<file path="config.mk">
export PLATFORM = sky130hd
export DESIGN_NAME = alu_issue_stage
export DESIGN_NICKNAME = d
export VERILOG_FILES = /design/src/rtl/alu_issue_stage.sv
export SDC_FILE = /design/constraint.sdc
export NUM_CORES = 1
export LEC_CHECK = 0
export ABC_AREA = 1
export CORE_MARGIN = 4
export CORE_UTILIZATION = 40
export CTS_CLUSTER_DIAMETER = 200
export DETAILED_ROUTE_END_ITERATION = 12
export PLACE_DENSITY = 0.77
export SYNTH_ARGS = -nofsm -noshare
export SYNTH_HDL_FRONTEND = slang
export SYNTH_SLANG_ARGS = --single-unit
export TNS_END_PERCENT = 100
</file>
<file path="constraint.sdc">
create_clock -name clk -period 1.8 [get_ports clk]
set_input_delay 0.36 -clock clk [delete_from_list [all_inputs] [get_ports clk]]
set_output_delay 0.36 -clock clk [all_outputs]
set_load 0.005 [all_outputs]
</file>
<file path="src/rtl/alu_issue_stage.sv">
// Issue stage for a small MIPS integer pipeline: decodes ALU instructions into
// operand/opcode bundles and buffers them in a 2-entry FIFO ahead of the ALU.
module alu_issue_stage (
    input  logic        clk,
    input  logic        resetn,
    input  logic        flush,
    input  logic        in_valid,
    output logic        in_ready,
    input  logic [31:0] inst,
    input  logic [31:0] rs_data,
    input  logic [31:0] rt_data,
    output logic        out_valid,
    input  logic        out_ready,
    output logic [31:0] A,
    output logic [31:0] B,
    output logic [2:0]  ALUop,
    output logic [4:0]  dest,
    output logic        wen,
    output logic        illegal
);

    typedef struct packed {
        logic [31:0] a;
        logic [31:0] b;
        logic [2:0]  alu_op;
        logic [4:0]  dest;
        logic        wen;
        logic        illegal;
    } entry_t;

    localparam logic [2:0] OP_AND = 3'b000;
    localparam logic [2:0] OP_OR  = 3'b001;
    localparam logic [2:0] OP_ADD = 3'b010;
    localparam logic [2:0] OP_SUB = 3'b110;
    localparam logic [2:0] OP_SLT = 3'b111;

    entry_t      mem_q [2];
    entry_t      mem_d [2];
    logic        rd_ptr_q, rd_ptr_d;
    logic        wr_ptr_q, wr_ptr_d;
    logic [1:0]  count_q, count_d;

    logic        dec_legal;
    logic [2:0]  dec_op;
    logic [31:0] dec_b;
    logic [4:0]  dec_dest;
    entry_t      dec_entry;
    entry_t      head;
    logic        push;
    logic        pop;

    always_comb begin
        dec_legal = 1'b0;
        dec_op    = OP_ADD;
        dec_b     = '0;
        dec_dest  = '0;
        case (inst[31:26])
            6'b000000: begin
                dec_b     = rt_data;
                dec_dest  = inst[15:11];
                dec_legal = 1'b1;
                case (inst[5:0])
                    6'b100000, 6'b100001: dec_op = OP_ADD;
                    6'b100010, 6'b100011: dec_op = OP_SUB;
                    6'b100100:            dec_op = OP_AND;
                    6'b100101:            dec_op = OP_OR;
                    6'b101010:            dec_op = OP_SLT;
                    default:              dec_legal = 1'b0;
                endcase
            end
            6'b001001: begin
                dec_legal = 1'b1;
                dec_op    = OP_ADD;
                dec_b     = {{16{inst[15]}}, inst[15:0]};
                dec_dest  = inst[20:16];
            end
            6'b001010: begin
                dec_legal = 1'b1;
                dec_op    = OP_SLT;
                dec_b     = {{16{inst[15]}}, inst[15:0]};
                dec_dest  = inst[20:16];
            end
            6'b001100: begin
                dec_legal = 1'b1;
                dec_op    = OP_AND;
                dec_b     = {16'h0000, inst[15:0]};
                dec_dest  = inst[20:16];
            end
            6'b001101: begin
                dec_legal = 1'b1;
                dec_op    = OP_OR;
                dec_b     = {16'h0000, inst[15:0]};
                dec_dest  = inst[20:16];
            end
            default: dec_legal = 1'b0;
        endcase

        // Undecodable words become a harmless add of zeros flagged as illegal.
        dec_entry         = '0;
        dec_entry.alu_op  = OP_ADD;
        dec_entry.illegal = 1'b1;
        if (dec_legal) begin
            dec_entry.a       = rs_data;
            dec_entry.b       = dec_b;
            dec_entry.alu_op  = dec_op;
            dec_entry.dest    = dec_dest;
            dec_entry.wen     = (dec_dest != 5'd0);
            dec_entry.illegal = 1'b0;
        end
    end

    assign in_ready  = (count_q != 2'd2);
    assign out_valid = (count_q != 2'd0);
    assign push      = in_valid & in_ready;
    assign pop       = out_valid & out_ready;

    always_comb begin
        mem_d    = mem_q;
        rd_ptr_d = rd_ptr_q;
        wr_ptr_d = wr_ptr_q;
        count_d  = count_q;
        if (flush) begin
            rd_ptr_d = 1'b0;
            wr_ptr_d = 1'b0;
            count_d  = 2'd0;
        end else begin
            if (push) begin
                mem_d[wr_ptr_q] = dec_entry;
                wr_ptr_d        = ~wr_ptr_q;
            end
            if (pop) begin
                rd_ptr_d = ~rd_ptr_q;
            end
            count_d = count_q + {1'b0, push} - {1'b0, pop};
        end
    end

    always_ff @(posedge clk or negedge resetn) begin
        if (!resetn) begin
            for (int i = 0; i < 2; i++) begin
                mem_q[i] <= '0;
            end
            rd_ptr_q <= 1'b0;
            wr_ptr_q <= 1'b0;
            count_q  <= 2'd0;
        end else begin
            mem_q    <= mem_d;
            rd_ptr_q <= rd_ptr_d;
            wr_ptr_q <= wr_ptr_d;
            count_q  <= count_d;
        end
    end

    // Outputs read zero while empty so stale flushed entries never leak out.
    always_comb begin
        head = '0;
        if (out_valid) begin
            head = mem_q[rd_ptr_q];
        end
    end

    assign A       = head.a;
    assign B       = head.b;
    assign ALUop   = head.alu_op;
    assign dest    = head.dest;
    assign wen     = head.wen;
    assign illegal = head.illegal;

endmodule

</file>
==> results of run 1 <==
==> cell families after synthesis <==
group / synth area share, %
AND/OR/NAND/NOR: 25.4
AO/OA/AOI/OAI: 15.7
flip-flops: 51.1
buffers and inverters: 7.21
XOR/XNOR: 0.235
adder cells (fa/ha/maj): 0.336
==> layer usage <==
| metal | routed length, um | GRT usage, % | up-vias |
|---|---|---|---|
| li1 | - | - | 3683 |
| met1 | 11400 | 31.5 | 3938 |
| met2 | 13900 | 36.5 | 422 |
| met3 | 2080 | 4.46 | 98 |
| met4 | 1210 | 9.47 | 0 |
| met5 | 0 | 0 | - |
==> repair_timing <==
action | 4_1_cts | 5_1_grt
cloned | 11 | 20
endpoints found under the setup margin | 77 | 91
pin swaps | 11 | 49
endpoints found under the hold margin | 41 | 0
buffers inserted | 9 | 23
resized for setup | 379 | 255
hold buffers | 1 | 0
==> layout make-up <==
type	count	area, um^2
Clock inverter	10	189
Multi-Input combinational cell	709	4040
Clock buffer	22	474
Fill cell	1361	5860
Timing Repair inverter	1	5.00
Antenna cell	2	5.00
Sequential cell	152	3810
Inverter	50	208
Timing Repair Buffer	295	3270
Tap cell	229	287
==> per-stage QoR <==
step / utilization [%] / setup TNS [ps] / worst slack [ps] / std cells
final: 67.7 / -19760 / -322 / 1470
after global routing: 67.7 / -32220 / -376 / 1470
after CTS: 60.7 / -16240 / -323 / 1429
after detailed placement: 54.6 / -42240 / -311 / 1376
after global placement: 54.6 / -32990 / -232 / 1376
after floorplan: - / 0 / 221 / 980
==> power groups by stage <==
stage | clock network, mW | registers (mW) | logic [mW]
3_5_place_dp | 0 | 3.95 | 2.70
4_1_cts | 4.05 | 3.91 | 3.84
3_3_place_gp | 0 | 3.93 | 2.68
6_report | 4.03 | 3.93 | 5.15
2_1_floorplan | 0 | 3.90 | 1.23
5_1_grt | 4.23 | 3.96 | 5.39
==> worst max-delay path: stages, from the launching register on <==
cell and delay (ps):
dfrtp_4 540, inv_8 100, buf_8 130, buf_12 110, buf_16 120, nand2_1 60
a21oi_1 130, buf_2 150
==> placed cells by master (no fill, tap or decap), drive strengths merged <==
cell type / instances
clkbuf: 43
nand3: 55
xnor2: 1
diode: 2
nor2: 13
dfrtp: 152
a21oi: 77
nor3: 3
o2111ai: 1
xor2: 1
clkdlybuf4s50: 94
clkinvlp: 1
bufinv: 5
inv: 50
ha: 2
a22oi: 1
nand4: 2
dlygate4sd3: 1
o21ai: 153
nand2: 400
clkinv: 5
buf: 179
==> Yosys cell counts <==
library cell,number
a21oi_1,77
a22oi_1,1
buf_2,18
buf_4,6
buf_6,6
clkbuf_1,39
dfrtp_1,152
ha_1,2
inv_1,44
inv_2,6
nand2_1,396
nand2_2,4
nand3_1,55
nand4_1,2
nor2_1,10
nor2_2,3
nor3_1,1
nor3_4,2
o2111ai_1,1
o21ai_0,72
o21ai_1,81
xnor2_1,1
xor2_1,1
==> path summary, 6_finish.rpt <==
kind                               to        from  slack (ps)
max                              B[4]    rd_ptr_q        -320
min                         mem_q[77]      resetn         460
max reg2reg                mem_q[124]  count_q[0]        -110
min reg2reg                 mem_q[83]   mem_q[83]         480
max in group asynchronous    rd_ptr_q      resetn         710
min in group clk            mem_q[83]   mem_q[83]         480
==> registers in the layout, indices dropped and copies added, names as in the netlist <==
register and flops:
count_q 2, wr_ptr_q 1, mem_q 148, rd_ptr_q 1
==> flow_summary_export.csv, run 1 <==
group,metric,value,unit
outcome,status,"finished with violations",
outcome,violations,"setup timing",
synthesis,syn_nets,1083,
place,post-dp-hpwl,14800,um
floorplan,fp.dieH,144,um
cts,cts.htree.levels,4,
power,combPwrFrac,39.3,%
synthesis,syn_inst,980,
synthesis,ys_warn_count,0,
setup_path,critPathRequiredTime,1440,ps
place,gp_congestion,0.947,
floorplan,die_area,20900,um^2
setup_path,crit_arrival,1760,ps
synthesis,synth-seq-cells,152,
drt,viasPerCell,5.54,
layout,area_delta_synth_final,65.1,%
timing,slew_headroom,65.1,%
drt,wirelength,28600,um
cts,cts_buffer_depth,2,
drt,vias,8141,
grt,grt.total_usage,23.2,%
timing,setup_slack,-322,ps
synthesis,synth_area,7440,um^2
drt,first_pass_iters,5,
setup_path,startpoint_type,"register",
timing,period_minus_slack,2120,ps
synthesis,synth_top_area_share,51.1,%
synthesis,synth_cell_types,23,
floorplan,die_width,144,um
power,peakVddDrop,0.820,mV
grt,antenna_found_initial,2,
power,netSwitchingFraction,32.8,%
layout,nets,1329,
synthesis,syn_area_per_cell,7.60,um^2
layout,drive_gt1_share,35.7,%
place,port_buffers,171,
timing,maxSlewViolCount,0,
power,p_leak,5.68,nW
floorplan,num_rows,49,
power,seqPwrFrac,30.0,%
drt,drc_errors,0,
grt,grt_max_degree,65,
drt,drt_iter0_drc,677,
power,p_int,8.81,mW
synthesis,synth_top_area_cell,"dfrtp_1",
timing,worstMarginPinSlew,523,ps
grt,grt_pass1_wl,37700,um
power,p_clk_share,30.7,%
timing,skew,9.31,ps
setup_path,end_kind,"output pin",
timing,whs,456,ps
power,power,13.1,mW
drt,ant_nets,0,
cts,cts_buffers,17,
timing,setup_viol,150,
timing,hold_violations,0,
cts,path_clk_slew,60,ps
timing,finalCritPeriodShare,118,%
cts,cts_num_sinks,152,
floorplan,start_util,41.0,%
power,power.density,1070,nW/um^2
place,dpl_cell_area,9910,um^2
floorplan,core_region_area,18100,um^2
floorplan,io-pin-count,177,
flow_run,drv_cap,0,
setup_path,r2r_cells,12,
drt,wl_per_cell,19.5,um
timing,max_freq,471,MHz
cts,clock_latency,420,ps
setup_path,crit_type,"reg2out",
setup_path,crit_fanout,7,
synthesis,seq_area_frac_synth,51.1,%
grt,overflow,0,
layout,fin_area,12300,um^2
timing,grt_setup_unrepaired,"true",
hold_path,hp-class,"in2async",
cts,cts_root_buffer,"clkbuf_16",
grt,grt_pass1_vias,7192,
power,p_switching,4.31,mW
synthesis,synthTopCellsByArea,"dfrtp_1 51%, nand2_1 20%, o21ai_1 5.4%, a21oi_1 5.2%, o21ai_0 4.8%",
cts,cts_tree,"yes",
Power figures use the tool's default switching activity.
==> inputs of run 2 (changes only) <==
Settings changed: CORE_UTILIZATION 40 to 50, PLACE_DENSITY 0.77 to 0.9, SLEW_MARGIN set to 20.
==> run 2 against run 1 <==
Compared with the run above: the run still ends with setup timing left; combinational power increased by 2%; critical path depth increased by 1; sequential power about the same; largest power group unchanged; via count increased by 3.4%; core utilization increased by 14 points; global-route usage increased by 8.0 points.
==> flow_summary_export.csv, run 2 (same netlist as run 1, synthesis figures left out) <==
group,metric,value,unit
outcome,status,"finished with violations",
outcome,violations,"setup timing",
setup_path,r2r_start,"count_q[1]",
setup_path,r2r_end,"mem_q[85]",
timing,max_freq,456,MHz
setup_path,end_kind,"output pin",
floorplan,fp.dieH,130,um
grt,antenna_found_initial,1,
layout,top_regs,"mem_q x148, count_q x2",
layout,layout_common_cells,"330 x nand2_1, 151 x dfrtp_1, 94 x clkdlybuf4s50_1, 85 x o21ai_1, 68 x buf_2",
power,peakVddDrop,0.832,mV
setup_path,path_buf_inv,6,
setup_path,crit_arrival,1830,ps
cts,cts.htree.levels,4,
timing,slew_headroom,69.2,%
timing,skew,9.89,ps
setup_path,crit_fanout,5,
drt,viasPerCell,5.96,
place,port_buffers,171,
setup_path,cp_common_cell,"buf_6",
floorplan,core_region_area,14500,um^2
layout,fin_util,81.9,%
timing,maxSlewViolCount,0,
power,p_leak,5.43,nW
setup_path,crit_family,"buffers and inverters",
setup_path,critPathRequiredTime,1440,ps
drt,ant_nets,0,
floorplan,io-pin-count,177,
cts,cts_num_sinks,152,
layout,final_common_cell,"nand2_1",
drt,wl_met3,2470,um
cts,cts_buffer_depth,2,
setup_path,crit_type,"reg2out",
drt,highest_layer,"met5",
cts,cts_buffers,17,
grt,overflow,0,
place,pre_cts_ws,-268,ps
grt,grt_pass1_wl,41000,um
place,post-dp-hpwl,14000,um
floorplan,die_area,16900,um^2
timing,tns,-24390,ps
drt,drt-met1-wl,10500,um
cts,cts_root_buffer,"clkbuf_16",
layout,top_register,"mem_q",
layout,area_delta_synth_final,59.9,%
drt,first_pass_iters,6,
layout,nets,1318,
flow_run,drv_cap,0,
drt,drt_iter0_drc,960,
drt,wl_met2,14500,um
grt,grt.total_usage,31.2,%
hold_path,hp-class,"in2async",
timing,hold_violations,0,
place,dpl_cell_area,9640,um^2
timing,setup_slack,-392,ps
setup_path,worstPathCellList,"clkinvlp_4 -> buf_6 -> buf_8 -> buf_12 -> buf_6 -> nand2_2 -> a21oi_2 -> buf_2",
drt,wirelength,29600,um
layout,drive_gt1_share,32.7,%
setup_path,rrSetupSlack,-130,ps
floorplan,die_width,130,um
grt,grt_max_degree,58,
power,power.density,1090,nW/um^2
timing,finalCritPeriodShare,122,%
setup_path,critPathMaxStageDelay,500,ps
drt,wl_per_cell,20.9,um
cts,cts_tree,"yes",
timing,worstMarginPinSlew,462,ps
layout,largest_reg_flops,148,
place,gp_congestion,0.832,
floorplan,start_util,51.2,%
layout,fin_area,11900,um^2
drt,drc_errors,0,
setup_path,r2r_cells,9,
setup_path,slowest_stage,"dfrtp_4",
timing,period_minus_slack,2190,ps
drt,vias,8417,
grt,grt_pass1_vias,8022,
cts,path_clk_slew,60,ps
timing,grt_setup_unrepaired,"true",
cts,clock_latency,430,ps
timing,setup_viol,127,
setup_path,startpoint_type,"register",
layout,fin_cells,1413,
floorplan,num_rows,44,
place,numPlacedInstances,1321,
run 2: cell count changes in the layout (fill, tap and decap cells not counted), sizes merged:
| cell | change |
|---|---|
| buf | -1 |
| dlygate4sd2 | +1 |
| clkbuf | -12 |
| inv | -1 |
| diode | -1 |
| bufinv | -2 |
| clkinvlp | +4 |
run 2: worst max path at each step:
stage	to	depth (start not counted)	slack, ps	start
final	B[12]	8	-390	rd_ptr_q
after global routing	A[28]	8	-440	rd_ptr_q
after CTS	A[17]	7	-390	rd_ptr_q
after detailed placement	mem_q[109]	10	-270	inst[29]
after global placement	mem_q[1]	9	-210	inst[27]
after floorplan	A[22]	4	220	count_q[1]
run 2: per-stage QoR:
stage	hold WS [ps]	total power [mW]
4_1_cts	441	11.7
3_3_place_gp	322	6.44
2_1_floorplan	64.4	5.13
6_report	435	12.9
5_1_grt	476	13.3
3_5_place_dp	323	6.49
run 2: repair_timing:
item	CTS	global route
buffers inserted	32	14
setup endpoints to repair	76	81
hold buffers	1	0
endpoints found under the hold margin	38	0
resized for setup	455	178
pin swaps	31	56
cloned	13	7
run 2: per-layer routing:
layer,vias up,GRT usage (%)
li1,3645,-
met1,4003,38.3
met2,590,52.0
met3,177,5.57
met4,2,17.4
met5,-,2.06
run 2: report_power, final:
group	switching [mW]	internal (mW)	total, mW
combinational	2.76	2.49	5.25
clock	1.45	2.28	3.73
sequential	0.187	3.75	3.94
total	4.39	8.52	12.9
run 2: area by class of cell:
| type | count | area (um^2) |
|---|---|---|
| clock buffer | 20 | 467 |
| antenna | 1 | 2.50 |
| inverter | 50 | 196 |
| clock inverter | 12 | 149 |
| fill | 755 | 2630 |
| timing repair buffer | 285 | 3010 |
| tap | 184 | 230 |
| multi-input combinational | 709 | 4040 |
| sequential | 152 | 3810 |
==> inputs of run 3 (changes only) <==
Settings changed: CORE_MARGIN 4 to 2, TNS_END_PERCENT 100 to 1.
==> run 3 against run 2 <==
Compared with the run above: highest routed layer is now met4; clock skew decreased by 2.5 ps; total power decreased by 11%; die area fell by 6.1%; sequential share of layout area grew 3.4 points; hold slack worse by 41 ps; the flow still finishes with violations (setup timing); wire length decreased by 21%; critical endpoint is now wen; core utilization fell by 7.9 points; via count decreased by 8.4%; combinational power fell by 35%; critical path depth fell by 1; cell area down 9.7%.
==> flow_summary_export.csv, run 3 (same netlist as run 1, synthesis figures left out) <==
group,metric,value,unit
layout,area_delta_synth_final,44.4,%
timing,hold_violations,0,
timing,setup_viol,74,
timing,max_freq,460,MHz
timing,slew_headroom,76.4,%
grt,grt_max_degree,55,
power,p_switching,3.46,mW
timing,tns,-19310,ps
drt,wirelength,23300,um
flow_run,drv_cap,0,
layout,fin_cells,1376,
drt,drt_iter0_drc,704,
setup_path,startpoint_type,"register",
layout,nets,1282,
setup_path,critPathRequiredTime,1440,ps
grt,antenna_found_initial,0,
floorplan,start_util,51.2,%
power,seqPwrFrac,34.1,%
layout,antenna_cells,0,
place,pre_cts_ws,-360,ps
grt,grt.total_usage,29.2,%
floorplan,num_rows,44,
layout,fin_area,10800,um^2
cts,clock_latency,430,ps
drt,viasPerCell,5.60,
floorplan,die_area,15900,um^2
cts,path_clk_slew,60,ps
setup_path,critPathMaxStageDelay,510,ps
place,gp_congestion,0.906,
cts,cts.htree.levels,4,
setup_path,worstPathCellList,"clkinvlp_4 -> buf_6 -> buf_12 -> buf_8 -> nand2_4 -> a21oi_2 -> buf_4",
setup_path,path_buf_inv,5,
timing,period_minus_slack,2180,ps
place,post-dp-hpwl,14300,um
outcome,status,"finished with violations",
layout,top_regs,"mem_q x148, count_q x2",
layout,top_register,"mem_q",
drt,ant_nets,0,
drt,wl_per_cell,16.9,um
cts,cts_num_sinks,152,
outcome,violations,"setup timing",
layout,drive_gt1_share,22.2,%
setup_path,slowest_stage,"dfrtp_4",
place,dpl_cell_area,9690,um^2
setup_path,crit_fanout,7,
timing,finalCritPeriodShare,121,%
hold_path,hp-class,"in2async",
grt,grt_pass1_wl,37000,um
power,p_leak,4.90,nW
layout,fill_cells,1001,
power,peakVddDrop,0.768,mV
floorplan,fp.dieH,126,um
drt,vias,7710,
cts,cts_buffer_depth,2,
drt,drc_errors,0,
cts,cts_tree,"yes",
setup_path,crit_family,"buffers and inverters",
drt,first_pass_iters,6,
layout,largest_reg_flops,148,
timing,worstMarginPinSlew,354,ps
power,p_clk_share,36.1,%
setup_path,end_kind,"output pin",
layout,seq_area,3810,um^2
floorplan,io-pin-count,177,
floorplan,die_width,126,um
place,numPlacedInstances,1325,
power,combPwrFrac,29.8,%
power,power.density,1060,nW/um^2
layout,final_common_cell,"nand2_1",
layout,layout_common_cells,"380 x nand2_1, 151 x dfrtp_1, 94 x clkdlybuf4s50_1, 89 x o21ai_1, 55 x nand3_1",
layout,fin_util,74.0,%
floorplan,core_region_area,14500,um^2
grt,grt_pass1_vias,7599,
timing,grt_setup_unrepaired,"true",
timing,whs,394,ps
timing,skew,7.43,ps
cts,cts_buffers,17,
setup_path,crit_type,"reg2out",
power,power,11.4,mW
power,p_int,7.98,mW
timing,setup_slack,-375,ps
place,port_buffers,171,
cts,cts_root_buffer,"clkbuf_16",
grt,overflow,0,
setup_path,crit_arrival,1820,ps
power,netSwitchingFraction,30.3,%
timing,maxSlewViolCount,0,
layout,multi_input_area,3410,um^2
## run 3: cell types whose count changed in the layout (fill, tap and decap cells not counted), moves of 6 or more
cell           previous run  this run
a21oi_1                  14        37
buf_2                    68        51
buf_6                    23        11
nand2_1                 330       380
buf_12                   26        20
buf_16                   11         5
a21oi_2                  51        38
nand2_2                  28        15
nand2_4                  41         5
clkbuf_16                24        17
a21oi_4                  12         2
o21ai_4                  10         0
dlygate4sd2_1             1         7
## run 3: worst paths after layout
kind,startpoint,endpoint,slack [ps],depth (start not counted)
min reg2reg,mem_q[131],mem_q[131],480,2
min in group clk,mem_q[131],mem_q[131],480,2
min,resetn,mem_q[78],390,2
max,rd_ptr_q,wen,-380,7
max reg2reg,count_q[0],count_q[1],90,10
max in group asynchronous,resetn,mem_q[141],790,3
## run 3: repair_timing
item | CTS | global route
hold buffers | 1 | 0
gates resized for setup | 330 | 65
endpoints found under the setup margin | 76 | 167
hold endpoints to repair | 31 | 0
pin swaps | 19 | 23
setup buffers | 12 | 0
gates cloned | 6 | 0
## run 3: power groups by stage
stage / registers [mW] / clock network (mW) / logic [mW]
floorplan: 3.90 / 0 / 1.23
global placement: 3.93 / 0 / 2.54
detailed placement: 3.95 / 0 / 2.60
CTS: 3.90 / 4.14 / 3.21
global route: 3.94 / 4.32 / 3.62
finish: 3.91 / 4.13 / 3.40
## run 3: layer usage
layer,global-route usage (%),vias to the layer above,share of wire [%]
met4,14.7,0,4.0
met2,47.9,405,49
met3,6.16,77,7.3
li1,-,3570,-
met1,36.6,3658,40
met5,0,-,0
## run 3: layout make-up
cell class              instances  share of cell area [%]
clock buffers                  19                    4.03
inverters                      50                    1.80
repair buffers                249                    22.6
multi-input cells             709                    31.7
clock inverters                13                    2.33
flip-flops and latches        152                    35.4
well taps                     184                    2.14
